File: src/rtl/adc_fp.sv
// ---------------------------------------------------------------------------
// adc_fp
//
// Purpose:
//   Receive-side converter from raw signed ADC samples (photodetector metric)
//   to the signed fixed-point word used by the SPGD datapath. On a start
//   request it discards SETTLE samples so the DAC-driven optics can settle.
//   It then averages 2^AVG_LOG2 samples and scales the result so that ADC
//   full scale maps to +/-1.0. The result is presented on a valid/ready
//   handshake, together with an over-range flag.
//
// Ports:
//   clk        - sole clock, rising edge
//   rst_n      - asynchronous active-low reset
//   start      - acquisition request, sampled only while idle
//   adc_in     - ADC sample, signed Q1.(ADC_WIDTH-1)
//   adc_valid  - adc_in carries a new sample this cycle
//   busy       - high whenever an acquisition or result is in progress
//   fp_out     - averaged, scaled result, signed Q(FP_WIDTH-FRAC_BITS).FRAC_BITS
//   fp_valid   - fp_out and or_flag are valid
//   fp_ready   - consumer accepts the result
//   or_flag    - a sample at the ADC min or max code contributed to fp_out
// ---------------------------------------------------------------------------
module adc_fp #(
  parameter int FP_WIDTH  = 64,
  parameter int FRAC_BITS = 48,
  parameter int ADC_WIDTH = 14,
  parameter int AVG_LOG2  = 4,
  parameter int SETTLE    = 2
) (
  input  logic                 clk,
  input  logic                 rst_n,
  input  logic                 start,
  input  logic [ADC_WIDTH-1:0] adc_in,
  input  logic                 adc_valid,
  output logic                 busy,
  output logic [FP_WIDTH-1:0]  fp_out,
  output logic                 fp_valid,
  input  logic                 fp_ready,
  output logic                 or_flag
);

  // The sum of N samples needs AVG_LOG2 extra bits, so it can never overflow.
  localparam int ACC_W = ADC_WIDTH + AVG_LOG2;
  localparam int CNT_W = AVG_LOG2 + 1;
  // The accumulator already holds avg * 2^AVG_LOG2 in Q1.(ADC_WIDTH-1).
  // Moving it to FRAC_BITS fractional bits is a pure left shift, so the
  // conversion is exact.
  localparam int SH          = FRAC_BITS - (ADC_WIDTH - 1) - AVG_LOG2;
  localparam int N_LAST      = (1 << AVG_LOG2) - 1;
  localparam int SETTLE_LAST = (SETTLE > 0) ? SETTLE - 1 : 0;

  localparam logic [ADC_WIDTH-1:0] ADC_MAX = {1'b0, {(ADC_WIDTH-1){1'b1}}};
  localparam logic [ADC_WIDTH-1:0] ADC_MIN = {1'b1, {(ADC_WIDTH-1){1'b0}}};

  typedef enum logic [2:0] {
    S_IDLE,
    S_SETTLE,
    S_ACQ,
    S_CONV,
    S_OUT
  } state_t;

  state_t                   state;
  logic signed [ACC_W-1:0]  acc;
  logic [CNT_W-1:0]         sample_cnt;
  logic [7:0]               settle_cnt;
  logic                     or_int;
  logic signed [ACC_W-1:0]  sample_ext;
  logic signed [FP_WIDTH-1:0] acc_ext;

  assign sample_ext = ACC_W'(signed'(adc_in));
  assign acc_ext    = FP_WIDTH'(acc);
  assign busy       = (state != S_IDLE);

  // Acquisition sequencer: settle discard, accumulation, conversion and the
  // output handshake, all in one register block.
  always_ff @(posedge clk or negedge rst_n) begin
    if (!rst_n) begin
      state      <= S_IDLE;
      acc        <= '0;
      sample_cnt <= '0;
      settle_cnt <= '0;
      or_int     <= 1'b0;
      fp_out     <= '0;
      fp_valid   <= 1'b0;
      or_flag    <= 1'b0;
    end else begin
      case (state)
        S_IDLE: begin
          if (start) begin
            acc        <= '0;
            sample_cnt <= '0;
            settle_cnt <= '0;
            or_int     <= 1'b0;
            state      <= (SETTLE == 0) ? S_ACQ : S_SETTLE;
          end
        end

        // Settle samples only advance the discard counter.
        S_SETTLE: begin
          if (adc_valid) begin
            if (settle_cnt == SETTLE_LAST[7:0]) begin
              settle_cnt <= '0;
              state      <= S_ACQ;
            end else begin
              settle_cnt <= settle_cnt + 8'd1;
            end
          end
        end

        S_ACQ: begin
          if (adc_valid) begin
            acc <= acc + sample_ext;
            if (adc_in == ADC_MAX || adc_in == ADC_MIN) begin
              or_int <= 1'b1;
            end
            if (sample_cnt == N_LAST[CNT_W-1:0]) begin
              state <= S_CONV;
            end else begin
              sample_cnt <= sample_cnt + CNT_W'(1);
            end
          end
        end

        S_CONV: begin
          fp_out   <= acc_ext <<< SH;
          or_flag  <= or_int;
          fp_valid <= 1'b1;
          state    <= S_OUT;
        end

        // fp_out and or_flag keep their value after the handshake.
        S_OUT: begin
          if (fp_ready) begin
            fp_valid <= 1'b0;
            state    <= S_IDLE;
          end
        end

        default: begin
          state <= S_IDLE;
        end
      endcase
    end
  end

endmodule

File: config.mk
export PLATFORM = sky130hd
export DESIGN_NAME = adc_fp
export DESIGN_NICKNAME = d
export VERILOG_FILES = /design/src/rtl/adc_fp.sv
export SDC_FILE = /design/constraint.sdc
export NUM_CORES = 1
export LEC_CHECK = 0
export ABC_CLOCK_PERIOD_IN_PS = 4850
export CAP_MARGIN = 20
export CORE_MARGIN = 2
export CORE_UTILIZATION = 45
export CTS_CLUSTER_SIZE = 24
export DETAILED_ROUTE_END_ITERATION = 10
export PLACE_DENSITY = 0.78
export SYNTH_ARGS = -nofsm -noshare
export SYNTH_HDL_FRONTEND = slang
export SYNTH_SLANG_ARGS = --single-unit
File: constraint.sdc
create_clock -name clk -period 4.85 [get_ports clk]
set_input_delay 0.7275 -clock clk [delete_from_list [all_inputs] [get_ports clk]]
set_output_delay 0.7275 -clock clk [all_outputs]
set_load 0.1 [all_outputs]
# Yosys cells after proc, flatten, opt, wreduce, memory -nomap -nowiden
# Cells that the tools add are included.
# word_totals
memories	0
ff_bits	55
rom_bits	0
ram_bits	0
latchBits	0
elab_cells	63
in_bits	19
# classes
n_bitwise	0
n_mux	24
multipliers	0
n_eq_ne	16
n_shift	0
reduce_logical	12
n_div	0
n_lt_le_gt_ge	0
addsub	3
# ops
cell	n
$mux W18	2
$pmux W18 S2	1
$mux W8	3
$add A18 B14 Y18	1
$mux W3	6
$ne A2 B2 Y1 const B	8
$pmux W8 S2	1
$mux W5	3
$pmux W3 S5	1
$eq A14 B13 Y1 const B	1
$eq A14 B14 Y1 const B	1
$pmux W5 S2	1
$add A8 B1 Y8 const B	1
$eq A8 B1 Y1 const B	1
$reduce_and A4 Y1	2
$eq A3 B2 Y1 const B	2
$reduce_and A3 Y1	2
$reduce_and A6 Y1	1
$reduce_bool A2 Y1	3
$add A5 B1 Y5 const B	1
$eq A5 B4 Y1 const B	1
$mux W1	4
$pmux W1 S2	2
$eq A3 B1 Y1 const B	1
other kinds (5)	5

# Longest topological paths before layout
# Gate-level depths: netlist of the first run.
# depth
depth_word	5
depth_mapped	9
depth_no_buf	9

# Worst setup path before layout of the first run
# Ideal clock, no wire load.
# synth_timing
kind	input to register
from	input port adc_in[0]
to	register acc[12]
path_stages	9
setup_ns	0.122
path_buffers	0
arrival_ns	2.317
path_slack_ns	2.411
required_ns	4.728
path_cell_list	ha_1 -> inv_1 -> fa_1 -> nor2b_1 -> o21a_1 -> o21ai_1 -> a211oi_1 -> a311o_2 -> a32o_1
# synth_between
elab_chain_len	3
# synth_lines
element	line	text
start: declaration	34	input logic [ADC_WIDTH-1:0] adc_in,
$add A18 B14 Y18	114	acc <= acc + sample_ext;
$mux W18	113	if (adc_valid) begin
$pmux W18 S2	89	case (state)
end signal: assignment	114	
end: declaration	65	logic signed [ACC_W-1:0] acc;
# Every way passes these cells. The select of a mux whose other input is x is not followed.
# A chain may end at the register's enable or synchronous reset.

# Worst setup path after layout of the first run
# layout_timing
from	register state[0]
to	output port busy
# layout_between
elab_chain_len	1
# layout_lines
element	line	text
start: declaration	64	state_t state;
start signal: assignment	96	state <= (SETTLE == 0) ? S_ACQ : S_SETTLE;
$reduce_bool A3 Y1	74	assign busy = (state != S_IDLE);
end: declaration	36	output logic busy,
# Every way passes these cells.

==> results.txt, run 1 <==
The flow ran to the end, and the final reports show no timing, DRC or antenna violations. Combinational cells account for 61.9% of the total power. For this run, the top clock speed supported by timing is 335.5 MHz. The leading cell type in the layout, fill and taps excluded was sky130_fd_sc_hd__dfrtp_1. The tools report the core box area as 7807 um2. Most instantiated flip-flop cell in the synthesis netlist: sky130_fd_sc_hd__dfrtp_1. In the global route stage, overall resource usage came out at 18.54%. The final route contains 2935 vias.

After clock tree synthesis, the flow added hold-fix buffers numbering 0. For the number of nets with antenna violations after routing, the log shows 0. The clock tree root driver cell was sky130_fd_sc_hd__clkbuf_8. The path type of the worst min-delay path was reg -> reg. At the pin with the least slew margin, the transition time is 976.9 ps.

Setup repair after global routing left no endpoint under its margin. Averaged over all synthesized cells, the footprint is 9.495 um2. The total overflow left after global routing is 0. The number of pins with negative max-slew slack in the final report is 0. The first detailed-routing pass ran for 5 iterations. For the count of instances resized after the clock tree is built, the log shows 0.

The largest area contributor in the netlist is sky130_fd_sc_hd__dfrtp_1. The tree built by TritonCTS fans out to 55 sinks. Measured along the y axis, the die boundary spans 94.01 um.

The logs give 34.67% for the normalized max-slew margin and 2 for the H-tree depth reported by CTS. The max-cap check violation count came out at 0. The final critical path takes up 61.46% of the cycle. The share of power burned in registers is 27.5%, and the share of final-layout standard cells stronger than drive strength 1 is 9.286%.

The number of input and output port buffers inserted is 54, and the floorplan die width is 94.01 um. For the multi-input gate area in the final layout, the log shows 1957 um2. At the later pin of the worst-skew pair, clock insertion delay measures 310 ps. Across the whole layout, storage elements account for 1376 um2. Mean number of vias per cell: 5.623. At the worst endpoint, the arrival time is 2250 ps.

Data on the critical path is required at its endpoint by 4120 ps. After layout, the minimum clock period comes to 2981 ps. In this run the power spent charging and discharging nets is 1.394 mW. The half-perimeter wire length of the detailed placement result was 5719 um.

For this run, design rule violations remaining after detail routing come to 0. Power spread over the standard cell area amounts to 610.4 nW/um2. The net count of the finished layout is 460.

TritonCTS built the clock tree. Once placement completed, the tool counted placed cells totaling 514. Setup violations remaining at the end of the flow were counted as 0. The congestion estimate from routability-driven global placement came to 0.9761.

The number of buffers inserted during clock tree synthesis is 5. The effective utilization at floorplan was 46.70%. VDD sags by at most 0.2647 mV.

For this block, the initial DRC count from the detailed router was 118. The tools report the netlist area before placement as 3646 um2. The total negative slack is 0 ps, and the routed wirelength normalized by instance count is 15.18 um. The worst setup path is captured at a primary output. Sequential cells were found to cover 37.75% of the synthesized design area. STA classifies the critical path startpoint as a register.

The maximum fanout count along the critical path came out at 13. The number of register bits inferred by synthesis is 55. The run gives 65 as the distinct cell type count of the synthesized netlist. After detailed routing, the total wire length is 7922 um. Internal power comes to 1.123 mW.

Of the total power, the share spent switching nets is 55.38%. In the layout the commonest cells are sky130_fd_sc_hd__dfrtp_1, sky130_fd_sc_hd__clkdlybuf4s50_1, sky130_fd_sc_hd__nand2_1, sky130_fd_sc_hd__conb_1, sky130_fd_sc_hd__o21ai_0. The initial antenna violation count is 0. In the post-synthesis netlist, the biggest area contributors are sky130_fd_sc_hd__dfrtp_1, sky130_fd_sc_hd__buf_4, sky130_fd_sc_hd__ha_1. The tools report the I/O pin count as 86. After clock tree synthesis, the clock-pin slew on the worst setup and hold paths is 110 ps.

For the post-CTS setup buffer count, the log shows 0. The final clock skew is 5.214 ps, and the die footprint is 8838 um2. Final instance count without filler cells: 522. The cell count after synthesis was 384; the number of hold violations in the final report was 0. The Yosys step of the flow raised 0 warnings. The clock network accounts for 10.5% of the total power. The floorplan has 32 rows. Of the post-synthesis cell area, the dominant cell type holds 37.75%. The maximum buffer depth of the clock tree is 2.

Standby leakage power: 1.894 nW. Entering global routing, the biggest net connects 56 pins. The number of global-route vias before repair was 2775; the count of flip-flops with a built-in enable after synthesis was 0. Fill cells in the final layout number 738. The share of flip-flops with an asynchronous set or reset is 100.0%. 0 antenna diodes ended up in the layout. The setup path with the least slack is of type reg -> out. Relative to the synthesized area, the layout overhead comes to 13.07%.

For the first-pass GRT wire length, the log shows 13190 um.
worst paths after layout:
check | start | end | slack (ps) | cells after the start
hold / removal | settle_cnt[7] | settle_cnt[7] | 510 | 1
max in group asynchronous | rst_n | acc[15] | 3870 | 2
setup / recovery | state[0] | busy | 1870 | 2
hold reg to reg | settle_cnt[7] | settle_cnt[7] | 510 | 1
setup reg to reg | acc[0] | acc[12] | 2460 | 9
min in group asynchronous | rst_n | acc[2] | 540 | 2
final cells by class:
class	count	share of cell area, %
Sequential cell	55	33.38
Inverter	8	0.7284
Multi-Input combinational cell	294	47.47
Tap cell	102	3.096
Clock buffer	6	1.760
Clock inverter	2	0.3945
Timing Repair Buffer	55	13.17
worst max-delay path, cell delays in order, from the launching register on:
cell,delay [ps]
sky130_fd_sc_hd__dfrtp_1,510
sky130_fd_sc_hd__or3_1,450
sky130_fd_sc_hd__clkdlybuf4s50_1,980
cells by family after synthesis:
group	Yosys count	synth area share (%)
compound gates	91	17.30
xor+xnor	11	2.642
fa+ha+maj	22	7.756
buf+inv	65	11.67
flops	55	37.75
mux	20	6.108
other cells	1	0.1029
simple gates	119	16.68
per-stage QoR:
stage	setup WS [ps]	utilization, %	area [um2]	hold WS [ps]	power (mW)
6_report	1869	52.80	4123	508.0	2.517
5_1_grt	1715	52.80	4123	528.6	2.665
4_1_cts	1859	52.80	4123	504.6	2.524
3_5_place_dp	1607	51.67	4034	483.5	2.252
3_3_place_gp	1705	51.67	4034	468.6	2.219
2_1_floorplan	2411	-	3759	431.9	1.970
power by group through the flow:
stage | registers (mW) | clock network, mW | logic (mW)
after floorplan | 1.00 | 0 | 0.966
after global placement | 0.693 | 0 | 1.53
after detailed placement | 0.700 | 0 | 1.55
after CTS | 0.692 | 0.273 | 1.56
after global routing | 0.712 | 0.288 | 1.66
final | 0.692 | 0.265 | 1.56
cell usage after synthesis, types with 5 or more instances:
master / instances
sky130_fd_sc_hd__a211oi_1: 5
sky130_fd_sc_hd__a21o_1: 9
sky130_fd_sc_hd__a21oi_1: 13
sky130_fd_sc_hd__and3_1: 7
sky130_fd_sc_hd__buf_4: 47
sky130_fd_sc_hd__clkbuf_1: 6
sky130_fd_sc_hd__dfrtp_1: 55
sky130_fd_sc_hd__ha_1: 21
sky130_fd_sc_hd__inv_1: 8
sky130_fd_sc_hd__mux2_2: 18
sky130_fd_sc_hd__nand2_1: 38
sky130_fd_sc_hd__nand3_1: 11
sky130_fd_sc_hd__nand4_1: 5
sky130_fd_sc_hd__nor2_1: 21
sky130_fd_sc_hd__nor2b_1: 5
sky130_fd_sc_hd__o21ai_0: 28
sky130_fd_sc_hd__o31ai_1: 6
sky130_fd_sc_hd__or3_1: 5
sky130_fd_sc_hd__xnor2_1: 6
sky130_fd_sc_hd__xor2_1: 5
sequential cells by signal, summed over array words and instances (netlist names):
register	count
or_int	1
state	3
acc	18
fp_out	18
fp_valid	1
or_flag	1
settle_cnt	8
sample_cnt	5
layer usage:
layer	track usage [%]	share of wire, %	up-vias
li1	-	-	1377
met1	25.15	44	1445
met2	30.95	48	102
met3	2.970	6.3	11
met4	4.710	1.0	0
met5	0	0	-
Power figures use the tool's default switching activity.
==> inputs of run 2 (changes only) <==
--- a/config.mk
+++ b/config.mk
@@ -5,7 +5,7 @@
 export SDC_FILE = /design/constraint.sdc
 export NUM_CORES = 1
 export LEC_CHECK = 0
-export ABC_CLOCK_PERIOD_IN_PS = 4850
+export ABC_CLOCK_PERIOD_IN_PS = 2850
 export CAP_MARGIN = 20
 export CORE_MARGIN = 2
 export CORE_UTILIZATION = 45
==> constraint.sdc (replaced) <==
create_clock -name clk -period 2.85 [get_ports clk]
set_input_delay 0.4275 -clock clk [delete_from_list [all_inputs] [get_ports clk]]
set_output_delay 0.4275 -clock clk [all_outputs]
set_load 0.1 [all_outputs]
==> run 2 against run 1 <==
  * Die area stayed put
  * Routed wire length is 3.8% lower
  * Design area is 0.49% lower
  * First-iteration DRC count is 12% higher
  * Sequential share of layout area is 0.16 points higher
  * Critical path depth is 8 higher
  * Clock power is 74% higher
  * Critical endpoint is now acc[10]
  * Largest cell class unchanged
==> results.txt, run 2 (synthesized netlist as in run 1, its figures left out) <==
The flow ran to the end, and the final reports show no timing, DRC or antenna violations. The run gives 0 (unchanged) as the count of instances resized after the clock tree is built. The leading cell type in the layout, fill and taps excluded was sky130_fd_sc_hd__dfrtp_1. Family of cells with the greatest summed delay on the critical path: compound AO/OA/AOI/OAI gates. The clock tree root driver cell is sky130_fd_sc_hd__clkbuf_8. The signal on the critical path passes through clkdlybuf4s50_1 > ha_1 > inv_1 > fa_1 > nor2b_1 > o21a_1 > o21ai_1 > a211oi_1 > a211oi_1 > a221o_1. The tools report the clock net sink count as 55 (unchanged).

In the final layout, the registers with the most flip-flops are acc x18, fp_out x18, settle_cnt x8. The setup violation total in the final timing report was 0 (unchanged). The smallest clock period supported by the final layout is computed as 2570 ps. Standby leakage power: 2.004 nW (+5.8%). The internal power summed over all cells came out at 1.907 mW (+70%). The cell that appears most often on the critical path is sky130_fd_sc_hd__a211oi_1. The share of final-layout standard cells stronger than drive strength 1 was 19.63% (+10 points); the number of antenna cells inserted was 0 (unchanged). For the share of power burned in registers, the log shows 27.5% (about the same). The tools report the setup slack at placement as 1.889 ps (-1605 ps). The maximum number of pins on one net before global-route repair is 56 (unchanged), and the worst hold margin is 250.3 ps (-257.7 ps). The final worst-path setup slack was 279.6 ps (-1589 ps). The share of total power consumed by net switching was 55.21% (-0.17 points); the maximum single-stage delay on the critical path was 510 ps (-470 ps).

The worst setup path is captured at a register. For the post-CTS setup buffer count, the log shows 0 (unchanged). The worst path required time was 3050 ps (-1070 ps); the half-perimeter wire length of the detailed placement result was 5708 um (-0.19%). The core box area was 7807 um2 (unchanged). The peak ir drop on the vdd network is 0.5705 mV (+120%), and the combined buffer and inverter count along the critical path is 2 (+1). The start-to-end type of the worst setup path was in -> reg.

The worst path arrival time was 2770 ps (+520 ps). The logs give 2706 (-2.5%) for the number of global-route vias before repair and 2.351 mW (+69%) for the switching power total. The die extent in y came out at 94.01 um (unchanged).

The overall power consumption is 4.258 mW (+69%), and the mean number of vias per cell is 5.404 (-3.9%). STA classifies the critical path startpoint as a primary input. The tools report the share of total power in the clock network as 10.8% (+0.3 points). The number of pins with negative max-slew slack in the final report was 0 (unchanged); the initial antenna violation count was 0 (unchanged).

For the number of iterations in the first detailed-routing pass, the log shows 4 (-1). The logs give 0 (unchanged) for the total of hold buffers inserted after clock tree synthesis and 8838 um2 (unchanged) for the die footprint. The routed via count came out at 2864 (-2.4%). Routed wirelength normalized by instance count: 14.37 um (-5.3%). The slowest stage cell on the critical path was sky130_fd_sc_hd__clkdlybuf4s50_1.

The logic gate share of total power was 61.6% (-0.3 points); the normalized max-slew margin was 34.45% (-0.22 points). The total global routing track utilization was 17.84% (-0.70 points). The worst hold path belongs to the class in -> async. Insertion delay to the later sink of the worst-skew pair: 310 ps (about the same).

The final clock skew was 4.428 ps (-0.7861 ps). The number of hold violations in the final report was 0 (unchanged). The max-cap check violation count is 0 (unchanged), and the global-route congestion overflow total is 0 (unchanged). The register-to-register setup slack came out at 540 ps (-1920 ps).

The maximum fanout count along the critical path came out at 4 (-9). The final-stage net count came out at 468 (+1.7%). The H-tree depth reported by CTS is 2 (unchanged). The total negative slack is 0 ps (unchanged). The period utilization was 90.19%; the global placer's final weighted congestion was 0.9400 (-3.7%).

The area growth from synthesis to final layout is 12.53%. The slew at the pin closest to its max-slew limit works out to 980.8 ps (+3.931 ps). Setup repair after global routing left no endpoint under its margin. The run gives 32 (unchanged) as the total number of placement rows. In the layout the commonest cells are sky130_fd_sc_hd__dfrtp_1, sky130_fd_sc_hd__buf_4, sky130_fd_sc_hd__nand2_1, sky130_fd_sc_hd__conb_1, sky130_fd_sc_hd__o21ai_0. The number of buffers inserted during clock tree synthesis came out at 5 (unchanged). The number of input and output port buffers inserted was 54 (unchanged); the first-pass GRT wire length was 12760 um (-3.2%).

The tools report the maximum buffer depth of the clock tree as 2 (unchanged). The clock-pin transition on the worst setup and hold timing paths is 100 ps (about the same), and the cell area power density is 1038 nW/um2 (+70%). The detailed router's first-iteration violation count is 132 (+12%), and the floorplan die width is 94.01 um (unchanged).

The run gives 0 (unchanged) as the total DRC errors in the routed layout. Timing would allow up to 389.0 MHz. For the total length of routed wires, the log shows 7618 um (-3.8%). The number of nets with antenna violations after routing came out at 0 (unchanged). For the effective utilization at floorplan, the log shows 46.70% (unchanged). TritonCTS built the clock tree.

The tools report the I/O pin count as 86 (unchanged).
## run 2: changes by cell type in the layout (fill, tap and decap cells not counted)
cell	before	now
sky130_fd_sc_hd__buf_4	1	45
sky130_fd_sc_hd__clkdlybuf4s50_1	53	17
sky130_fd_sc_hd__clkbuf_1	1	0
sky130_fd_sc_hd__clkbuf_8	5	6
sky130_fd_sc_hd__clkinv_4	0	1
sky130_fd_sc_hd__inv_6	1	0
## run 2: layout make-up
class | count | area (um2)
fill | 712 | 3705
multi-input combinational | 294 | 1957
sequential | 55 | 1376
timing repair buffer | 63 | 513.0
tap | 102 | 127.6
clock buffer | 6 | 82.58
inverter | 8 | 30.03
clock inverter | 2 | 16.27
## run 2: power by group through the flow
stage | sequential, mW | clock [mW] | combinational [mW]
after detailed placement | 1.19 | 0 | 2.62
after global placement | 1.18 | 0 | 2.59
after global routing | 1.21 | 0.508 | 2.80
final | 1.17 | 0.462 | 2.62
after CTS | 1.17 | 0.479 | 2.62
after floorplan | 1.71 | 0 | 1.64
## run 2: worst paths after layout
| kind | start | to | cells after the start |
|---|---|---|---|
| max | adc_in[0] | acc[10] | 10 |
| min | rst_n | fp_out[32] | 2 |
| max reg2reg | acc[0] | acc[10] | 9 |
| min reg2reg | sample_cnt[4] | sample_cnt[4] | 2 |
| max in group asynchronous | rst_n | fp_out[44] | 2 |
| min in group clk | sample_cnt[4] | sample_cnt[4] | 2 |
## run 2: per-layer routing
| layer | up-vias | share of wire (%) | GRT usage, % |
|---|---|---|---|
| met4 | 0 | 0.39 | 3.140 |
| met2 | 92 | 48 | 29.70 |
| met5 | - | 0 | 0 |
| li1 | 1399 | - | - |
| met3 | 4 | 5.1 | 2.809 |
| met1 | 1369 | 47 | 24.90 |
## run 2: through the flow
stage / area (um2) / cells / util [%]
final: 4103 / 530 / 52.55
after detailed placement: 4004 / 522 / 51.28
after CTS: 4103 / 530 / 52.55
after floorplan: 3759 / 414 / -
after global placement: 4004 / 522 / 51.28
after global routing: 4103 / 530 / 52.55
